==> config.mk <==
export PLATFORM = sky130hd
export DESIGN_NAME = dynamic_input_shifter
export DESIGN_NICKNAME = d
export VERILOG_FILES = /design/src/rtl/dynamic_input_shifter.sv
export SDC_FILE = /design/constraint.sdc
export NUM_CORES = 1
export LEC_CHECK = 0
export ABC_CLOCK_PERIOD_IN_PS = 3100
export CAP_MARGIN = 5
export CORE_UTILIZATION = 47
export CTS_BUF_LIST = sky130_fd_sc_hd__clkbuf_8
export DETAILED_ROUTE_END_ITERATION = 7
export GPL_ROUTABILITY_DRIVEN = 1
export PLACE_DENSITY = 0.72
export SYNTH_ARGS = -nofsm -noshare
export SYNTH_HDL_FRONTEND = slang
export SYNTH_SLANG_ARGS = --single-unit
==> constraint.sdc <==
create_clock -name clk -period 3.1 [get_ports clk]
set_input_delay 0.62 -clock clk [delete_from_list [all_inputs] [get_ports clk]]
set_output_delay 0.62 -clock clk [all_outputs]
set_load 0.05 [all_outputs]
==> src/rtl/dynamic_input_shifter.sv <==
// dynamic_input_shifter: per-lane minimal right-shift and rounding of wide operands into a narrower width.
// Two-stage valid/ready pipeline: S1 holds operands and shift amounts, S2 holds the reduced result.
module dynamic_input_shifter #(
    parameter int BITWIDTH     = 16,
    parameter int OUT_BITWIDTH = 8,
    parameter int LANES        = 2,
    parameter int ROUND_MODE   = 1,
    localparam int SHW         = $clog2(BITWIDTH - OUT_BITWIDTH + 1)
) (
    input  logic                          clk,
    input  logic                          rst_n,
    input  logic                          flush,
    input  logic                          in_valid,
    output logic                          in_ready,
    input  logic [LANES*BITWIDTH-1:0]     in_data,
    output logic                          out_valid,
    input  logic                          out_ready,
    output logic [LANES*OUT_BITWIDTH-1:0] out_data,
    output logic [LANES*SHW-1:0]          out_shift,
    output logic [15:0]                   shift_count
);
    localparam int D = BITWIDTH - OUT_BITWIDTH;

    logic                          s1_valid, s1_en, s2_en, take;
    logic [LANES*BITWIDTH-1:0]     s1_data;
    logic [LANES*SHW-1:0]          s1_shift, in_shift;
    logic [LANES*OUT_BITWIDTH-1:0] rnd;
    logic [16:0]                   sum;
    logic [15:0]                   cnt_next;

    // Descending scan so the smallest qualifying shift is the one kept.
    function automatic logic [SHW-1:0] min_shift(input logic [BITWIDTH-1:0] v);
        logic [SHW-1:0] s;
        s = SHW'(D);
        for (int k = D; k >= 0; k--)
            if ((v >> (k + OUT_BITWIDTH)) == '0) s = SHW'(k);
        return s;
    endfunction

    // A zero appended below the LSB makes e[0] the dropped bit in[s-1], and 0 when s == 0.
    function automatic logic [OUT_BITWIDTH-1:0] reduce(input logic [BITWIDTH-1:0] v, input logic [SHW-1:0] s);
        logic [BITWIDTH:0]       e;
        logic [OUT_BITWIDTH-1:0] b;
        e = {v, 1'b0} >> s;
        b = OUT_BITWIDTH'(e >> 1);
        return ROUND_MODE == 0 ? b :
               ROUND_MODE == 1 ? {b[OUT_BITWIDTH-1:1], b[0] | e[0]} :
               (&b && e[0]) ? '1 : b + OUT_BITWIDTH'(e[0]);
    endfunction

    assign s2_en    = !out_valid || out_ready;
    assign s1_en    = !s1_valid || s2_en;
    assign in_ready = s1_en;
    assign take     = in_valid && in_ready && !flush;

    always_comb begin
        in_shift = '0;
        rnd      = '0;
        sum      = {1'b0, shift_count};
        for (int i = 0; i < LANES; i++) begin
            in_shift[i*SHW +: SHW]           = min_shift(in_data[i*BITWIDTH +: BITWIDTH]);
            rnd[i*OUT_BITWIDTH +: OUT_BITWIDTH] = reduce(s1_data[i*BITWIDTH +: BITWIDTH], s1_shift[i*SHW +: SHW]);
            sum = sum + 17'(in_shift[i*SHW +: SHW] != '0);
        end
        cnt_next = sum[16] ? 16'hFFFF : sum[15:0];
    end

    always_ff @(posedge clk or negedge rst_n) begin
        if (!rst_n) begin
            s1_valid    <= 1'b0;
            s1_data     <= '0;
            s1_shift    <= '0;
            out_valid   <= 1'b0;
            out_data    <= '0;
            out_shift   <= '0;
            shift_count <= '0;
        end else begin
            if (flush)
                s1_valid <= 1'b0;
            else if (s1_en)
                s1_valid <= in_valid;
            if (take) begin
                s1_data     <= in_data;
                s1_shift    <= in_shift;
                shift_count <= cnt_next;
            end
            if (flush)
                out_valid <= 1'b0;
            else if (s2_en)
                out_valid <= s1_valid;
            if (s2_en && s1_valid) begin
                out_data  <= rnd;
                out_shift <= s1_shift;
            end
        end
    end
endmodule

==> flow_metrics.env, run 1 <==
export IMPL_finalPower_mw=3.565
export IMPL_wire_per_inst_um=14.40
export IMPL_synth_top_area_cell="dfrtp_1"
export IMPL_vias_per_cell=5.312
export IMPL_synth_area_leaders="dfrtp_1 45%, nand2_1 12%, mux2i_1 7.2%, mux4_2 6.4%, o21ai_0 2.5%"
export IMPL_holdCritPathClass="in2async"
export IMPL_fmax_mhz=337.1
export IMPL_hold_viol_final=0
export IMPL_dieHeight_um=100.8
export IMPL_cpPeakStageDelay_ns=0.57
export IMPL_cts_tree="done"
export IMPL_ctsLongestPathBuffers=2
export IMPL_crit_family="simple AND/OR/NAND/NOR gates"
export IMPL_dp_cells=693
export IMPL_drive_gt1_frac=0.1259
export IMPL_yosysWarnings=0
export IMPL_worstPathArrival_ns=3.17
export IMPL_synthToLayoutAreaGrowth_pct=26.17
export IMPL_hpwl_um=7256
export IMPL_synth_avg_cell_area_um2=9.318
export IMPL_drtAntennaViolNets=0
export IMPL_yosys_cell_count_top_type="nand2_1"
export IMPL_placed_area_um2=5563
export IMPL_grt_pass1_wl_um=17640
export IMPL_nFillCells=819
export IMPL_crit_type="in2reg"
export IMPL_core_area_um2=9328
export IMPL_cellPowerDensity_nw_per_um2=616.3
export IMPL_final_cells=709
export IMPL_num_vias=3766
export IMPL_num_antenna_cells=0
export IMPL_synthTopCellsByCount="151 x nand2_1, 82 x dfrtp_1, 33 x mux2i_1, 25 x nor2_1, 23 x o21ai_0"
export IMPL_maxSlewHeadroom=0.3154
export IMPL_synthCells=492
export IMPL_first_global_vias=3704
export IMPL_htree_levels=3
export IMPL_clk_latency_ns=0.34
export IMPL_cts_root_buf="clkbuf_8"
export IMPL_final_area_um2=5784
export IMPL_gp_congestion=0.8677
export IMPL_drtIter0Drc=192
export IMPL_rows=35
export IMPL_drc_errors=0
export IMPL_fin_skew_ns=0.008582
export IMPL_syn_area_um2=4584
export IMPL_maxCapViolations=0
export IMPL_track_usage=0.2225
export IMPL_final_min_clock_period_ns=2.966
export IMPL_worstPathRequired_ns=3.30
export IMPL_grt_max_degree=83
export IMPL_holdBufCountCts=0
export IMPL_die_width_um=100.8
export IMPL_io_buffer_count=78
export IMPL_yosysUniqueCellTypes=54
export IMPL_outcome="complete, no violations"
export IMPL_crit_fanout=4
export IMPL_worstMarginPinSlew_ns=1.027
export IMPL_final_period_utilization=0.9569
export IMPL_crit_slowest_cell="or4_4"
export IMPL_async_flop_share=1.000
export IMPL_grt_setup_unrepaired="no"
export IMPL_final_nets=614
export IMPL_setup_violations=0
export IMPL_synth_top_cell_area_share=0.4476
export IMPL_crit_path_end_kind="flip-flop"
export IMPL_initial_utilization=0.4915
export IMPL_cts_sinks=82
export IMPL_drv_slew=0
export IMPL_leakagePower_nw=2.632
export IMPL_first_pass_iters=5
export IMPL_crit_path_cell_trace="clkdlybuf4s50_1, or4_4, nor4b_4, buf_4, fa_1, inv_1, ha_1, nand2_2, nor4b_4, and3_4, buf_4, a21oi_1, a41oi_1"
export IMPL_vdd_ir_drop_max_mv=0.3718
export IMPL_wl_um=10210
export IMPL_startpoint_type="input pin"
export IMPL_synth_seq_cells=82
export IMPL_overflow=0
export IMPL_antenna_found_initial=0
export IMPL_crit_buf_inv=4
export IMPL_dieArea_um2=10150
export IMPL_ios=79
export IMPL_synth_edf_count=0
export IMPL_cts_made_buffers=9
export IMPL_synth_flop_cell="dfrtp_1"
export IMPL_clk_pin_slew_worst_paths_ns=0.08
export IMPL_syn_nets=531
export IMPL_synth_seq_area_share=0.4476
power by group:
part           switching (mW)  total (mW)  internal (mW)  leakage, nW
clock network           0.372       0.736          0.364       0.0953
registers               0.238        1.49           1.25         1.04
logic                   0.778        1.34          0.561         1.50
total                    1.39        3.57           2.18         2.63
kinds of logic after synthesis:
group | Yosys count | synth area share
compound gates | 80 | 0.1097
xor+xnor | 7 | 0.01337
fa+ha+maj | 2 | 0.007096
buf+inv | 41 | 0.04067
flops | 82 | 0.4476
mux | 53 | 0.1547
simple gates | 227 | 0.2268
per-stage QoR:
| step | hold slack, ns | worst slack (ns) | util | TNS (ns) |
|---|---|---|---|---|
| 5_1_grt | 0.5107 | 0.03567 | 0.6201 | 0 |
| 4_1_cts | 0.4782 | 0.02062 | 0.6165 | 0 |
| 2_1_floorplan | 0.3244 | 0.2407 | - | 0 |
| 3_5_place_dp | 0.4662 | -0.3503 | 0.5964 | -4.249 |
| 3_3_place_gp | 0.4587 | -0.2436 | 0.5964 | -2.721 |
| 6_report | 0.4360 | 0.1337 | 0.6201 | 0 |
worst paths after layout:
check                             start  cells after the start  slack [ns]               to
max                         in_data[29]                     13        0.13  shift_count[12]
min                               rst_n                      1        0.44     out_data[13]
max reg2reg                 s1_shift[4]                      5        0.79     out_data[11]
min reg2reg                out_shift[1]                      2        0.48     out_shift[1]
max in group asynchronous         rst_n                      1        1.99     out_shift[1]
min in group clk           out_shift[1]                      2        0.48     out_shift[1]
layout by cell type, fill, tap and decap left out, drive strengths merged, types with 2 or more instances in the layout:
master and n:
nor4b 4, xor2 5, nor2 25, or4 2, clkinvlp 3, nand2 151
buf 27, nand3 6, o211ai 4, nand2b 12, a21oi 22, xnor2 2
o21ai 23, and3 6, o31ai 4, inv 13, mux2 7, nor3 7
o21a 5, clkdlybuf4s50 76, mux4 13, o22ai 2, clkbuf 9, a31oi 2
nor2b 5, a211o 4, o21bai 2, mux2i 33, dfrtp 82, nand3b 4
o221ai 2
per-layer routing:
layer	up-vias	global-route usage	routed length, um
met1	1808	0.3151	4926
met4	0	0.07358	124
met5	-	0	0
met2	81	0.3472	4691
met3	10	0.04022	470
li1	1867	-	-
sequential cells by signal, indices dropped and copies added, names as in the netlist:
name	count
shift_count	16
out_shift	8
s1_data	32
out_valid	1
s1_shift	8
s1_valid	1
out_data	16
layout make-up:
type / count / area [um^2] / area share
tap: 129 / 161.4 / 0.02790
clock buffer: 9 / 123.9 / 0.02141
clock inverter: 7 / 63.81 / 0.01103
multi-input combinational: 369 / 2382 / 0.4119
inverter: 10 / 37.54 / 0.006489
sequential: 82 / 2052 / 0.3547
timing repair buffer: 103 / 963.4 / 0.1666
repair_timing:
action	CTS	global route
setup endpoints to repair	0	13
endpoints found under the hold margin	0	0
setup buffers	0	0
gates resized for setup	0	6
Power figures use the tool's default switching activity.
==> run 2: changes to the inputs <==
--- a/config.mk
+++ b/config.mk
@@ -7,6 +7,7 @@
 export LEC_CHECK = 0
 export ABC_CLOCK_PERIOD_IN_PS = 3100
 export CAP_MARGIN = 5
+export CORE_MARGIN = 2
 export CORE_UTILIZATION = 47
 export CTS_BUF_LIST = sky130_fd_sc_hd__clkbuf_8
 export DETAILED_ROUTE_END_ITERATION = 7
==> run 2 against run 1 <==
Critical path depth unchanged. Clock power increased by 5.8%. Highest routed layer unchanged. Count of clock-buffer cells in the layout increased by 1. Cell count increased by 0.99%. Clock skew increased by 0.0070 ns. Design area increased by 0.74%. Largest cell class unchanged. Global-route usage decreased by 0.84 points. Sequential share of layout area decreased by 0.26 points. Maximum frequency increased by 1.3%. Critical endpoint is now shift_count[6]. First-iteration DRC count increased by 0.52%. Wire length increased by 3.7%. Total power increased by 1.8%.
==> flow_metrics.env, run 2 (same netlist as run 1, synthesis figures left out) <==
export IMPL_setup_violations=0
export IMPL_rows=36
export IMPL_core_area_um2=9639
export IMPL_first_global_vias=3649
export IMPL_final_core_util=0.6045
export IMPL_cts_root_buf="clkbuf_8"
export IMPL_crit_fanout=5
export IMPL_hold_viol_final=0
export IMPL_top_register="s1_data"
export IMPL_io_buffer_count=78
export IMPL_first_pass_iters=5
export IMPL_ios=79
export IMPL_holdCritPathClass="in2async"
export IMPL_crit_path_end_kind="flip-flop"
export IMPL_final_min_clock_period_ns=2.930
export IMPL_clk_pin_slew_worst_paths_ns=0.08
export IMPL_final_cells=716
export IMPL_ctsLongestPathBuffers=2
export IMPL_wire_per_inst_um=14.79
export IMPL_crit_type="in2reg"
export IMPL_fmax_mhz=341.4
export IMPL_worstPathRequired_ns=3.34
export IMPL_nFillCells=846
export IMPL_maxSlewHeadroom=0.3136
export IMPL_fin_skew_ns=0.01555
export IMPL_track_usage=0.2141
export IMPL_worstPathArrival_ns=3.17
export IMPL_drive_gt1_frac=0.1304
export IMPL_r2r_slack_ns=0.80
export IMPL_drtIter0Drc=193
export IMPL_outcome="complete, no violations"
export IMPL_drc_errors=0
export IMPL_antenna_found_initial=0
export IMPL_pre_cts_slack_ns=-0.3592
export IMPL_grt_max_degree=83
export IMPL_final_period_utilization=0.9450
export IMPL_final_area_um2=5827
export IMPL_cts_sinks=82
export IMPL_num_vias=3821
export IMPL_dieHeight_um=102.8
export IMPL_final_nets=617
export IMPL_overflow=0
export IMPL_vias_per_cell=5.337
export IMPL_num_antenna_cells=0
export IMPL_cts_made_buffers=9
export IMPL_synthToLayoutAreaGrowth_pct=27.10
export IMPL_reg_top3="s1_data: 32 flops, out_data: 16 flops, shift_count: 16 flops"
export IMPL_grt_pass1_wl_um=17770
export IMPL_vdd_ir_drop_max_mv=0.4050
export IMPL_clk_latency_ns=0.36
export IMPL_cts_tree="done"
export IMPL_dieArea_um2=10560
export IMPL_wl_um=10590
export IMPL_leakagePower_nw=2.653
export IMPL_hpwl_um=7595
export IMPL_timing_final_ws_setup_ns=0.1705
export IMPL_layout_common_cells="150 x nand2_1, 82 x dfrtp_1, 76 x clkdlybuf4s50_1"
export IMPL_drtAntennaViolNets=0
export IMPL_fin_hold_ws_ns=0.4294
export IMPL_placed_area_um2=5595
export IMPL_worstMarginPinSlew_ns=1.030
export IMPL_gp_congestion=0.9329
export IMPL_maxCapViolations=0
export IMPL_layout_commonest_cell="nand2_1"
export IMPL_finalPower_mw=3.629
export IMPL_dp_cells=699
export IMPL_startpoint_type="input pin"
export IMPL_drv_slew=0
export IMPL_cellPowerDensity_nw_per_um2=622.9
export IMPL_largest_register_ff_count=32
export IMPL_htree_levels=3
export IMPL_fin_setup_tns_ns=0
export IMPL_die_width_um=102.8
export IMPL_initial_utilization=0.4756
==> run 2: cell types whose count changed in the layout (fill, tap and decap cells not counted), sizes merged <==
cell,before,now
buf,27,30
clkinv,0,2
clkinvlp,3,1
clkbuf,9,10
inv,13,12
==> run 2: worst paths after layout <==
check / start / end / cells after the start
setup / recovery: in_data[29] / shift_count[6] / 13
hold / removal: rst_n / out_data[13] / 1
setup reg to reg: s1_shift[4] / out_data[8] / 5
hold reg to reg: out_shift[4] / out_shift[4] / 2
max in group asynchronous: rst_n / s1_data[15] / 1
min in group clk: out_shift[4] / out_shift[4] / 2
==> run 2: metal layers <==
metal / global-route usage / wire length, um / vias up
met5: 0 / 0 / -
met4: 0.07287 / 157 / 0
met3: 0.03525 / 655 / 12
met2: 0.3183 / 4743 / 129
met1: 0.3210 / 5032 / 1810
li1: - / - / 1870
==> run 2: final cells by class <==
class / count / area [um^2] / share of cell area
timing repair buffer: 106 / 998.5 / 0.1714
inverter: 10 / 37.54 / 0.006442
tap: 133 / 166.4 / 0.02856
multi-input combinational: 369 / 2376 / 0.4078
sequential: 82 / 2052 / 0.3522
clock buffer: 10 / 137.6 / 0.02362
clock inverter: 6 / 58.81 / 0.01009
==> run 2: critical path, stage by stage <==
cell and delay [ns]:
clkdlybuf4s50_1 0.43, or4_4 0.55, nor4b_2 0.28, buf_4 0.15, fa_1 0.18, inv_1 0.04
ha_1 0.20, nand2_2 0.11, nor4b_4 0.05, buf_4 0.16, and3_1 0.18, xnor2_1 0.13
nand2_1 0.08
==> run 2: report_power, final <==
| group | leakage [nW] | internal (mW) | switching [mW] |
|---|---|---|---|
| clock network | 0.105 | 0.389 | 0.391 |
| registers | 1.04 | 1.25 | 0.243 |
| logic | 1.51 | 0.566 | 0.789 |
| total | 2.65 | 2.21 | 1.42 |
==> run 2: what timing repair did <==
action / in CTS / in global routing
resized for setup: 0 / 5
buffers inserted: 0 / 1
setup endpoints to repair: 0 / 12
hold buffers: 0 / 0
==> run 3: changes to the inputs <==
--- a/config.mk
+++ b/config.mk
@@ -7,7 +7,7 @@
 export LEC_CHECK = 0
 export ABC_CLOCK_PERIOD_IN_PS = 3100
 export CAP_MARGIN = 5
-export CORE_MARGIN = 2
+export CORE_MARGIN = 1.5
 export CORE_UTILIZATION = 47
 export CTS_BUF_LIST = sky130_fd_sc_hd__clkbuf_8
 export DETAILED_ROUTE_END_ITERATION = 7
@@ -16,3 +16,4 @@
 export SYNTH_ARGS = -nofsm -noshare
 export SYNTH_HDL_FRONTEND = slang
 export SYNTH_SLANG_ARGS = --single-unit
+export TNS_END_PERCENT = 1
==> run 3 against run 2 <==
Critical endpoint is now shift_count[12]. Utilization increased by 2.2 points. Clock skew decreased by 0.0067 ns. Maximum frequency decreased by 1.4%. Global-route usage decreased by 0.31 points. First-iteration DRC count decreased by 11%. Design area increased by 0.26%. Non-clock buffer count decreased by 1. Sequential power about the same. Total power increased by 3.5%. Register-to-register slack improved by 0.02 ns. Via count decreased by 1.3%. Wire length decreased by 3.7%.
==> flow_metrics.env, run 3 (same netlist as run 1, synthesis figures left out) <==
export IMPL_outcome="complete, no violations"
export IMPL_worstPathRequired_ns=3.31
export IMPL_synthToLayoutAreaGrowth_pct=27.43
export IMPL_crit_buf_inv=4
export IMPL_grt_pass1_wl_um=17080
export IMPL_cts_sinks=82
export IMPL_crit_slowest_cell="or4_1"
export IMPL_crit_fanout=4
export IMPL_num_vias=3770
export IMPL_final_period_utilization=0.9585
export IMPL_maxCapViolations=0
export IMPL_pre_cts_slack_ns=-0.2807
export IMPL_clk_latency_ns=0.35
export IMPL_cp_num_cells=13
export IMPL_final_area_um2=5842
export IMPL_cellPowerDensity_nw_per_um2=643.0
export IMPL_crit_family="simple AND/OR/NAND/NOR gates"
export IMPL_track_usage=0.2111
export IMPL_hold_viol_final=0
export IMPL_ctsLongestPathBuffers=2
export IMPL_top_register="s1_data"
export IMPL_drv_slew=0
export IMPL_dp_cells=695
export IMPL_crit_top_cell="buf_4"
export IMPL_worstPathArrival_ns=3.18
export IMPL_overflow=0
export IMPL_layout_commonest_cell="nand2_1"
export IMPL_antenna_found_initial=0
export IMPL_core_area_um2=9328
export IMPL_hpwl_um=7298
export IMPL_fmax_mhz=336.5
export IMPL_vias_per_cell=5.310
export IMPL_final_nets=616
export IMPL_cpPeakStageDelay_ns=0.58
export IMPL_final_cells=710
export IMPL_holdCritPathClass="in2async"
export IMPL_drc_errors=0
export IMPL_htree_levels=3
export IMPL_reg_top3="s1_data: 32 flops, out_data: 16 flops, shift_count: 16 flops"
export IMPL_r2r_end="out_data[8]"
export IMPL_drive_gt1_frac=0.1308
export IMPL_placed_area_um2=5578
export IMPL_rr_startpoint="s1_shift[4]"
export IMPL_cts_made_buffers=9
export IMPL_rows=35
export IMPL_nFillCells=768
export IMPL_largest_register_ff_count=32
export IMPL_wl_um=10200
export IMPL_cts_tree="done"
export IMPL_worstMarginPinSlew_ns=1.024
export IMPL_crit_type="in2reg"
export IMPL_gp_congestion=0.9419
export IMPL_fin_hold_ws_ns=0.4260
export IMPL_dieHeight_um=101.8
export IMPL_grt_setup_unrepaired="yes"
export IMPL_wire_per_inst_um=14.36
export IMPL_ios=79
export IMPL_startpoint_type="input pin"
export IMPL_cts_root_buf="clkbuf_8"
export IMPL_fin_skew_ns=0.008807
export IMPL_num_antenna_cells=0
export IMPL_die_width_um=101.8
export IMPL_dieArea_um2=10360
export IMPL_setup_violations=0
export IMPL_finalPower_mw=3.756
export IMPL_clk_pin_slew_worst_paths_ns=0.08
export IMPL_leakagePower_nw=2.662
export IMPL_grt_max_degree=83
export IMPL_crit_path_end_kind="flip-flop"
export IMPL_worst_r2r_cell_count=5
export IMPL_timing_final_ws_setup_ns=0.1286
export IMPL_maxSlewHeadroom=0.3175
export IMPL_first_pass_iters=4
export IMPL_drtAntennaViolNets=0
export IMPL_final_min_clock_period_ns=2.971
export IMPL_postCtsSetupBuffers=0
export IMPL_vdd_ir_drop_max_mv=0.4352
export IMPL_first_global_vias=3527
export IMPL_layout_common_cells="151 x nand2_1, 82 x dfrtp_1, 76 x clkdlybuf4s50_1"
export IMPL_drtIter0Drc=171
export IMPL_io_buffer_count=78
export IMPL_r2r_slack_ns=0.82
export IMPL_initial_utilization=0.4915
export IMPL_crit_path_cell_trace="clkdlybuf4s50_1, or4_1, nor4b_2, buf_4, fa_1, inv_1, ha_1, nand2_1, nor4b_4, and3_1, buf_4, a21oi_1, a41oi_1"
[run 3: cell types whose count changed in the layout (fill, tap and decap cells not counted), sizes merged]
cell / change
inv: -2
bufinv: +2
buf: -1
clkinv: -1
[run 3: layout make-up]
type / count / area (um^2) / area share
multi-input combinational: 369 / 2372 / 0.4061
sequential: 82 / 2052 / 0.3513
timing repair buffer: 105 / 978.4 / 0.1675
tap: 129 / 161.4 / 0.02763
clock buffer: 10 / 137.6 / 0.02356
clock inverter: 5 / 102.6 / 0.01756
inverter: 10 / 37.54 / 0.006425
[run 3: stage by stage]
stage	TNS, ns	utilization
after floorplan	0	-
after global placement	-2.536	0.5980
after detailed placement	-3.280	0.5980
after CTS	0	0.6237
after global routing	-0.1037	0.6263
final	0	0.6263
[run 3: per-layer routing]
metal  global-route usage  share of wire  wire [um]  vias up
li1                     -              -          -     1856
met1               0.3069           0.48       4879     1784
met2               0.3123           0.45       4573      108
met3              0.03451          0.050        505       22
met4              0.09188          0.023        236        0
met5                    0              0          0        -
[run 3: how the worst max path moves through the flow]
stage | start | to | slack [ns]
final | in_data[29] | shift_count[12] | 0.13
after global placement | in_data[13] | shift_count[9] | -0.23
after floorplan | in_data[29] | shift_count[0] | 0.24
after global routing | in_data[29] | shift_count[12] | -0.07
after detailed placement | in_data[13] | shift_count[7] | -0.28
after CTS | in_data[13] | shift_count[7] | 0.07
[run 3: what timing repair did]
action | CTS | global route
endpoints found under the setup margin | 0 | 13
hold buffers | 0 | 0
resized for setup | 0 | 4
[run 3: power by group]
| group | switching, mW | internal, mW | leakage, nW |
|---|---|---|---|
| registers | 0.237 | 1.25 | 1.04 |
| logic | 0.776 | 0.562 | 1.51 |
| clock network | 0.379 | 0.551 | 0.118 |
| total | 1.39 | 2.36 | 2.66 |
